==> src/rtl/keypad_scanner_pkg.sv <==
// Shared definitions for the keypad scanner: FSM encodings, column pattern,
// key code width and small decode helpers.
package keypad_scanner_pkg;

  typedef enum logic [1:0] {
    SCAN     = 2'd0,
    DEBOUNCE = 2'd1,
    HELD     = 2'd2,
    RELEASE  = 2'd3
  } scan_state_e;

  localparam logic [3:0]  COL_RESET  = 4'b1110;
  localparam int unsigned KEY_CODE_W = 4;

  // Index of the strobed (low) column in a one-hot-low pattern.
  function automatic logic [1:0] col_index(input logic [3:0] col_n);
    logic [1:0] idx;
    idx = '0;
    for (int unsigned i = 0; i < 4; i++) begin
      if (!col_n[i]) idx = 2'(i);
    end
    return idx;
  endfunction

  // Lowest-numbered low row; scanning downwards lets the lowest index win.
  function automatic logic [1:0] lowest_low(input logic [3:0] rows_n);
    logic [1:0] idx;
    idx = '0;
    for (int unsigned i = 4; i > 0; i--) begin
      if (!rows_n[i-1]) idx = 2'(i - 1);
    end
    return idx;
  endfunction

endpackage

==> src/rtl/keypad_scanner_if.sv <==
// Key FIFO read port: head code plus valid/ready handshake toward the processor.
interface keypad_scanner_if;
  import keypad_scanner_pkg::*;

  logic [KEY_CODE_W-1:0] key_code;
  logic                  key_valid;
  logic                  key_ready;

  modport master (output key_code, output key_valid, input key_ready);
  modport slave  (input key_code, input key_valid, output key_ready);
endinterface

==> src/rtl/keypad_scanner_fifo.sv <==
// Small key FIFO: extra pointer bit distinguishes full from empty; drops on full
// and latches a sticky overflow flag.
module keypad_fifo #(
  parameter int unsigned DEPTH = 4,
  parameter int unsigned WIDTH = 4
) (
  input  logic             clk,
  input  logic             rst,
  input  logic             push,
  input  logic [WIDTH-1:0] push_data,
  input  logic             pop,
  output logic [WIDTH-1:0] head,
  output logic             valid,
  output logic             overflow
);

  localparam int unsigned AW = $clog2(DEPTH);

  logic [WIDTH-1:0] mem [DEPTH];
  logic [AW:0]      wr_ptr;
  logic [AW:0]      rd_ptr;
  logic             empty;
  logic             full;
  logic             do_push;
  logic             do_pop;

  assign empty   = (wr_ptr == rd_ptr);
  assign full    = (wr_ptr[AW] != rd_ptr[AW]) && (wr_ptr[AW-1:0] == rd_ptr[AW-1:0]);
  assign do_pop  = pop && !empty;
  // A pop in the same cycle frees the slot, so a push on full is still accepted.
  assign do_push = push && (!full || do_pop);

  always_ff @(posedge clk) begin
    if (rst) begin
      wr_ptr   <= '0;
      rd_ptr   <= '0;
      overflow <= 1'b0;
    end else begin
      if (do_push) wr_ptr <= wr_ptr + 1'b1;
      if (do_pop)  rd_ptr <= rd_ptr + 1'b1;
      if (push && !do_push) overflow <= 1'b1;
    end
  end

  always_ff @(posedge clk) begin
    if (do_push) mem[wr_ptr[AW-1:0]] <= push_data;
  end

  assign head  = empty ? '0 : mem[rd_ptr[AW-1:0]];
  assign valid = !empty;

endmodule

==> src/rtl/keypad_scanner.sv <==
// 4x4 matrix keypad scanner: strobes columns, synchronizes and debounces rows,
// and queues one key code per debounced press.
module keypad_scanner
  import keypad_scanner_pkg::*;
#(
  parameter int unsigned DIV_W        = 16,
  parameter int unsigned DEBOUNCE_CNT = 4,
  parameter int unsigned FIFO_DEPTH   = 4
) (
  input  logic              clk,
  input  logic              rst,
  input  logic [3:0]        row_n,
  output logic [3:0]        col_n,
  keypad_scanner_if.master  key_if,
  output logic              key_held,
  output logic              overflow
);

  localparam int unsigned     DEB_W    = $clog2(DEBOUNCE_CNT + 1);
  localparam logic [DEB_W-1:0] DEB_ONE  = DEB_W'(1);
  localparam logic [DEB_W-1:0] DEB_LAST = DEB_W'(DEBOUNCE_CNT - 1);

  logic [3:0]            row_meta;
  logic [3:0]            row_sync;
  logic [DIV_W-1:0]      dwell;
  logic                  tick;
  scan_state_e           state;
  logic [DEB_W-1:0]      deb;
  logic [1:0]            cand_row;
  logic [KEY_CODE_W-1:0] cand_code;
  logic                  cand_low;
  logic                  push;
  logic [3:0]            col_rot;

  always_ff @(posedge clk) begin
    if (rst) begin
      row_meta <= '1;
      row_sync <= '1;
      dwell    <= '0;
    end else begin
      row_meta <= row_n;
      row_sync <= row_meta;
      dwell    <= dwell + 1'b1;
    end
  end

  assign tick     = &dwell;
  assign cand_low = !row_sync[cand_row];
  assign col_rot  = {col_n[2:0], col_n[3]};
  // The push is taken on the same edge that moves the FSM into HELD.
  assign push     = tick && (state == DEBOUNCE) && cand_low && (deb == DEB_LAST);

  always_ff @(posedge clk) begin
    if (rst) begin
      state     <= SCAN;
      col_n     <= COL_RESET;
      deb       <= '0;
      cand_row  <= '0;
      cand_code <= '0;
      key_held  <= 1'b0;
    end else if (tick) begin
      case (state)
        SCAN: begin
          if (row_sync != 4'b1111) begin
            cand_row  <= lowest_low(row_sync);
            cand_code <= {lowest_low(row_sync), col_index(col_n)};
            deb       <= DEB_ONE;
            state     <= DEBOUNCE;
          end else begin
            col_n <= col_rot;
          end
        end
        DEBOUNCE: begin
          if (cand_low) begin
            if (deb == DEB_LAST) begin
              key_held <= 1'b1;
              state    <= HELD;
            end else begin
              deb <= deb + DEB_ONE;
            end
          end else begin
            col_n <= col_rot;
            state <= SCAN;
          end
        end
        HELD: begin
          if (!cand_low) begin
            deb   <= DEB_ONE;
            state <= RELEASE;
          end
        end
        RELEASE: begin
          if (!cand_low) begin
            if (deb == DEB_LAST) begin
              key_held <= 1'b0;
              col_n    <= col_rot;
              state    <= SCAN;
            end else begin
              deb <= deb + DEB_ONE;
            end
          end else begin
            state <= HELD;
          end
        end
      endcase
    end
  end

  keypad_fifo #(
    .DEPTH (FIFO_DEPTH),
    .WIDTH (KEY_CODE_W)
  ) u_fifo (
    .clk       (clk),
    .rst       (rst),
    .push      (push),
    .push_data (cand_code),
    .pop       (key_if.key_ready),
    .head      (key_if.key_code),
    .valid     (key_if.key_valid),
    .overflow  (overflow)
  );

endmodule
==> src/flat_wrapper.sv <==
// flat-port wrapper written by rule: the top's interface ports become plain ports
module keypad_scanner_flat import keypad_scanner_pkg::*;
#(
  parameter int unsigned DIV_W        = 16,
  parameter int unsigned DEBOUNCE_CNT = 4,
  parameter int unsigned FIFO_DEPTH   = 4
)
  (clk, rst, row_n, col_n, key_held, overflow, key_if_key_code, key_if_key_valid, key_if_key_ready);
  keypad_scanner_if key_if_i ();
  input  logic clk;
  input  logic rst;
  input  logic [3:0] row_n;
  output logic [3:0] col_n;
  output logic key_held;
  output logic overflow;
  output wire logic [$bits(key_if_i.key_code)-1:0] key_if_key_code;
  output wire logic [$bits(key_if_i.key_valid)-1:0] key_if_key_valid;
  input wire logic [$bits(key_if_i.key_ready)-1:0] key_if_key_ready;
  assign key_if_key_code = key_if_i.key_code;
  assign key_if_key_valid = key_if_i.key_valid;
  assign key_if_i.key_ready = key_if_key_ready;
  keypad_scanner #(.DIV_W(DIV_W), .DEBOUNCE_CNT(DEBOUNCE_CNT), .FIFO_DEPTH(FIFO_DEPTH)) u_core (.clk(clk), .rst(rst), .row_n(row_n), .col_n(col_n), .key_if(key_if_i), .key_held(key_held), .overflow(overflow));
endmodule
==> config.mk <==
export PLATFORM = sky130hd
export DESIGN_NAME = keypad_scanner_flat
export DESIGN_NICKNAME = d
export VERILOG_FILES = /design/src/rtl/keypad_scanner_pkg.sv /design/src/rtl/keypad_scanner_if.sv /design/src/rtl/keypad_scanner_fifo.sv /design/src/rtl/keypad_scanner.sv /design/src/flat_wrapper.sv
export SDC_FILE = /design/constraint.sdc
export NUM_CORES = 1
export LEC_CHECK = 0
export CAP_MARGIN = 20
export CORE_AREA = 2 2 73 75
export DETAILED_ROUTE_END_ITERATION = 7
export DIE_AREA = 0 0 75 77
export GPL_ROUTABILITY_DRIVEN = 0
export GPL_TIMING_DRIVEN = 0
export PLACE_DENSITY = 0.89
export SYNTH_ARGS = -nofsm -noshare
export SYNTH_HDL_FRONTEND = slang
export SYNTH_SLANG_ARGS = --single-unit
==> constraint.sdc <==
create_clock -name clk -period 2.6 [get_ports clk]
set_input_delay 0.52 -clock clk [delete_from_list [all_inputs] [get_ports clk]]
set_output_delay 0.52 -clock clk [all_outputs]
set_load 0.005 [all_outputs]
==> flow_summary.json <==
{
  "synth_edf_count": 16,
  "cts-buffers-inserted": 9,
  "synth_seq_cells": 63,
  "cp_max_fo": 4,
  "first_pass_iters": 4,
  "grt_pass1_wl_um": 8910,
  "htree_levels": 3,
  "grt_setup_unrepaired": "no",
  "grt_pass1_vias": 1959,
  "seqPwrFrac": 0.491,
  "ioPinCount": 18,
  "row_count": 26,
  "pre_cts_slack_ns": 0.279,
  "layout_min_cycle_time_ns": 2.44,
  "cp.required_ns": 2.08,
  "syn_to_final_growth_pct": 17.2,
  "reg2reg_from": "u_core.cand_code[2]",
  "worst-slew-pin-transition_ns": 0.576,
  "pwr-share-comb": 0.023,
  "slew_violations": 0,
  "clk_pin_slew_ns": 0.07,
  "insertion_delay_ns": 0.35,
  "fmax_ghz": 0.410,
  "cts-root-buf": "clkbuf_8",
  "postRouteWirelength_um": 5230,
  "async_flop_share": 0,
  "worstReg2RegEnd": "u_core.u_fifo.mem[0][3]",
  "syn_avg_cell_area_um2": 10.8,
  "start_util": 0.565,
  "cts_sinks": 63,
  "grt_usage": 0.205,
  "yosysSeqAreaShare": 0.506,
  "core-area_mm2": 0.00498,
  "ant_nets": 0,
  "fin_nets": 304,
  "cts_tree": "done",
  "setup.worst_path.end_class": "primary output",
  "via_count": 1976,
  "io_buffers": 16,
  "dieArea_mm2": 0.00578,
  "hp-start": "u_core.row_meta[0]",
  "finish.utilization": 0.662,
  "min_period_over_period": 0.938,
  "synth_area_leaders": "dfxtp_1 (33%), edfxtp_1 (17%), ha_1 (4.0%)",
  "antenna_found_initial": 0,
  "cp-start-kind": "flop",
  "rrSetupSlack_ns": 0.29,
  "die_x_um": 75,
  "hold_class": "reg2reg",
  "cts-resized-gates": 0,
  "synth_area_leader_cell": "dfxtp_1",
  "setup_viol": 0,
  "finClkSkew_ns": 0.00662,
  "drive_gt1_frac": 0.126,
  "hold_depth": 1,
  "p_int_mw": 1.66,
  "power_frac_clock": 0.486,
  "drc": 0,
  "rr_worst_depth": 4,
  "cap_viol_max_count": 0,
  "die_y_um": 77,
  "place_hpwl_um": 3580,
  "fillCellCount": 377,
  "swShare": 0.197,
  "hold_end": "u_core.row_sync[0]",
  "leakagePower_nw": 1.23,
  "ir_drop_uv": 705,
  "drt_first_iter_violations": 123,
  "outcome": "complete, no violations",
  "power_density_mw_per_mm2": 628,
  "vias_per_cell": 5.44,
  "netlist-cell-type-count": 46,
  "synth_top_area_share": 0.335,
  "relSlewSlack": 0.616,
  "cts_buffer_depth": 2,
  "synthCells": 261,
  "critPathKind": "reg2out",
  "grt_max_degree": 12,
  "synth_warnings": 0,
  "cp.arrival_ns": 1.92,
  "routedWlPerCell_um": 14.4,
  "overflow": 0,
  "synthTopCellsByCount": "dfxtp_1 (47), nor2_1 (25), nand2_1 (21), edfxtp_1 (16), a21oi_1 (12)",
  "fin_cells": 363,
  "cts_setup_buffers": 0,
  "ys.flop_type": "dfxtp_1",
  "fin_setup_tns_ns": 0,
  "place_inst": 347,
  "syn_area_mm2": 0.00281,
  "ctsHoldBuffers": 0,
  "num_antenna_cells": 0,
  "worst_slack_ns": 0.162,
  "p_sw_mw": 0.408,
  "synth_nets": 277,
  "synthMostInstantiatedCell": "dfxtp_1",
  "hold_viol": 0
}
-- flip-flops by register name, indices dropped and copies added (netlist names), named ones only --
name	cells
u_core.dwell	16
u_core.u_fifo.mem	16
u_core.col_n	4
u_core.row_meta	4
u_core.row_sync	4
u_core.cand_code	3
u_core.deb	3
u_core.u_fifo.rd_ptr	3
u_core.u_fifo.wr_ptr	3
u_core.cand_row	1
u_core.key_held	1
u_core.state	1
u_core.u_fifo.overflow	1
-- power by group through the flow --
| stage | logic [mW] | clock network, mW | registers (mW) |
|---|---|---|---|
| final | 0.0479 | 1.01 | 1.02 |
| after floorplan | 0.0297 | 0 | 1.04 |
| after CTS | 0.0482 | 1.03 | 1.02 |
| after detailed placement | 0.0472 | 0 | 1.04 |
| after global routing | 0.0532 | 1.06 | 1.02 |
| after global placement | 0.0457 | 0 | 1.04 |
-- worst max-delay path, cell delays in order, from the launching register on --
cell             delay, ns
dfxtp_1               0.46
mux4_2                0.52
and2_1                0.16
clkdlybuf4s50_1       0.43
-- per-layer routing --
layer / up-vias / part of all wire / global-route usage
met2: 38 / 0.51 / 0.335
li1: 981 / - / -
met3: 12 / 0.055 / 0.0788
met5: - / 0 / 0
met4: 0 / 0.023 / 0.0750
met1: 945 / 0.41 / 0.240
-- cell usage in the layout, fill, tap and decap left out, types with 3 or more instances in the layout --
cell,n
edfxtp_1,16
o211ai_1,3
or3_1,7
clkbuf_8,9
dfxtp_1,47
inv_1,10
nand4_1,8
nor3_4,3
bufinv_16,3
nor2_1,25
nand2_1,21
and4_1,4
a21oi_1,12
clkdlybuf4s50_1,16
xnor2_1,8
ha_1,9
a31oi_1,3
and3_1,3
xor2_1,10
or2_2,8
mux4_2,5
nand3_1,4
o21ai_1,3
clkbuf_1,8
mux2i_1,11
and2_1,8
-- stage by stage --
stage / power [mW] / hold slack (ns) / cell area [µm²]
after floorplan: 1.06 / 0.389 / 2810
after global placement: 1.08 / 0.393 / 3060
after detailed placement: 1.08 / 0.398 / 3060
after CTS: 2.09 / 0.423 / 3290
after global routing: 2.13 / 0.438 / 3290
final: 2.07 / 0.421 / 3290
-- worst max-delay path by stage --
stage,start,to,cells after the start
3_5_place_dp,u_core.cand_code[2],u_core.u_fifo.mem[0][0],4
5_1_grt,u_core.u_fifo.wr_ptr[1],key_if_key_code[1],4
4_1_cts,flop,key_if_key_code[3],3
6_report,flop,key_if_key_code[3],3
3_3_place_gp,u_core.cand_code[2],u_core.u_fifo.mem[0][0],4
2_1_floorplan,u_core.cand_code[2],u_core.u_fifo.mem[0][0],4
-- layout make-up --
class / count / area [µm²] / share of cell area
sequential: 63 / 1420 / 0.431
multi-input combinational: 178 / 1310 / 0.398
timing repair buffer: 16 / 160 / 0.0486
clock buffer: 10 / 128 / 0.0387
clock inverter: 6 / 109 / 0.0330
tap: 70 / 87.6 / 0.0266
inverter: 11 / 41.3 / 0.0125
buffer: 9 / 36.3 / 0.0110
-- cells by family (layout without fill, tap and decap cells) --
family / after synthesis / in the layout / synth area share
compound gates: 34 / 34 / 0.0855
xor+xnor: 18 / 18 / 0.0561
mux: 16 / 16 / 0.0793
simple gates: 101 / 101 / 0.206
flops: 63 / 63 / 0.506
fa+ha+maj: 9 / 9 / 0.0401
buf+inv: 20 / 52 / 0.0276
No activity file was read; power rests on OpenSTA's default activity.
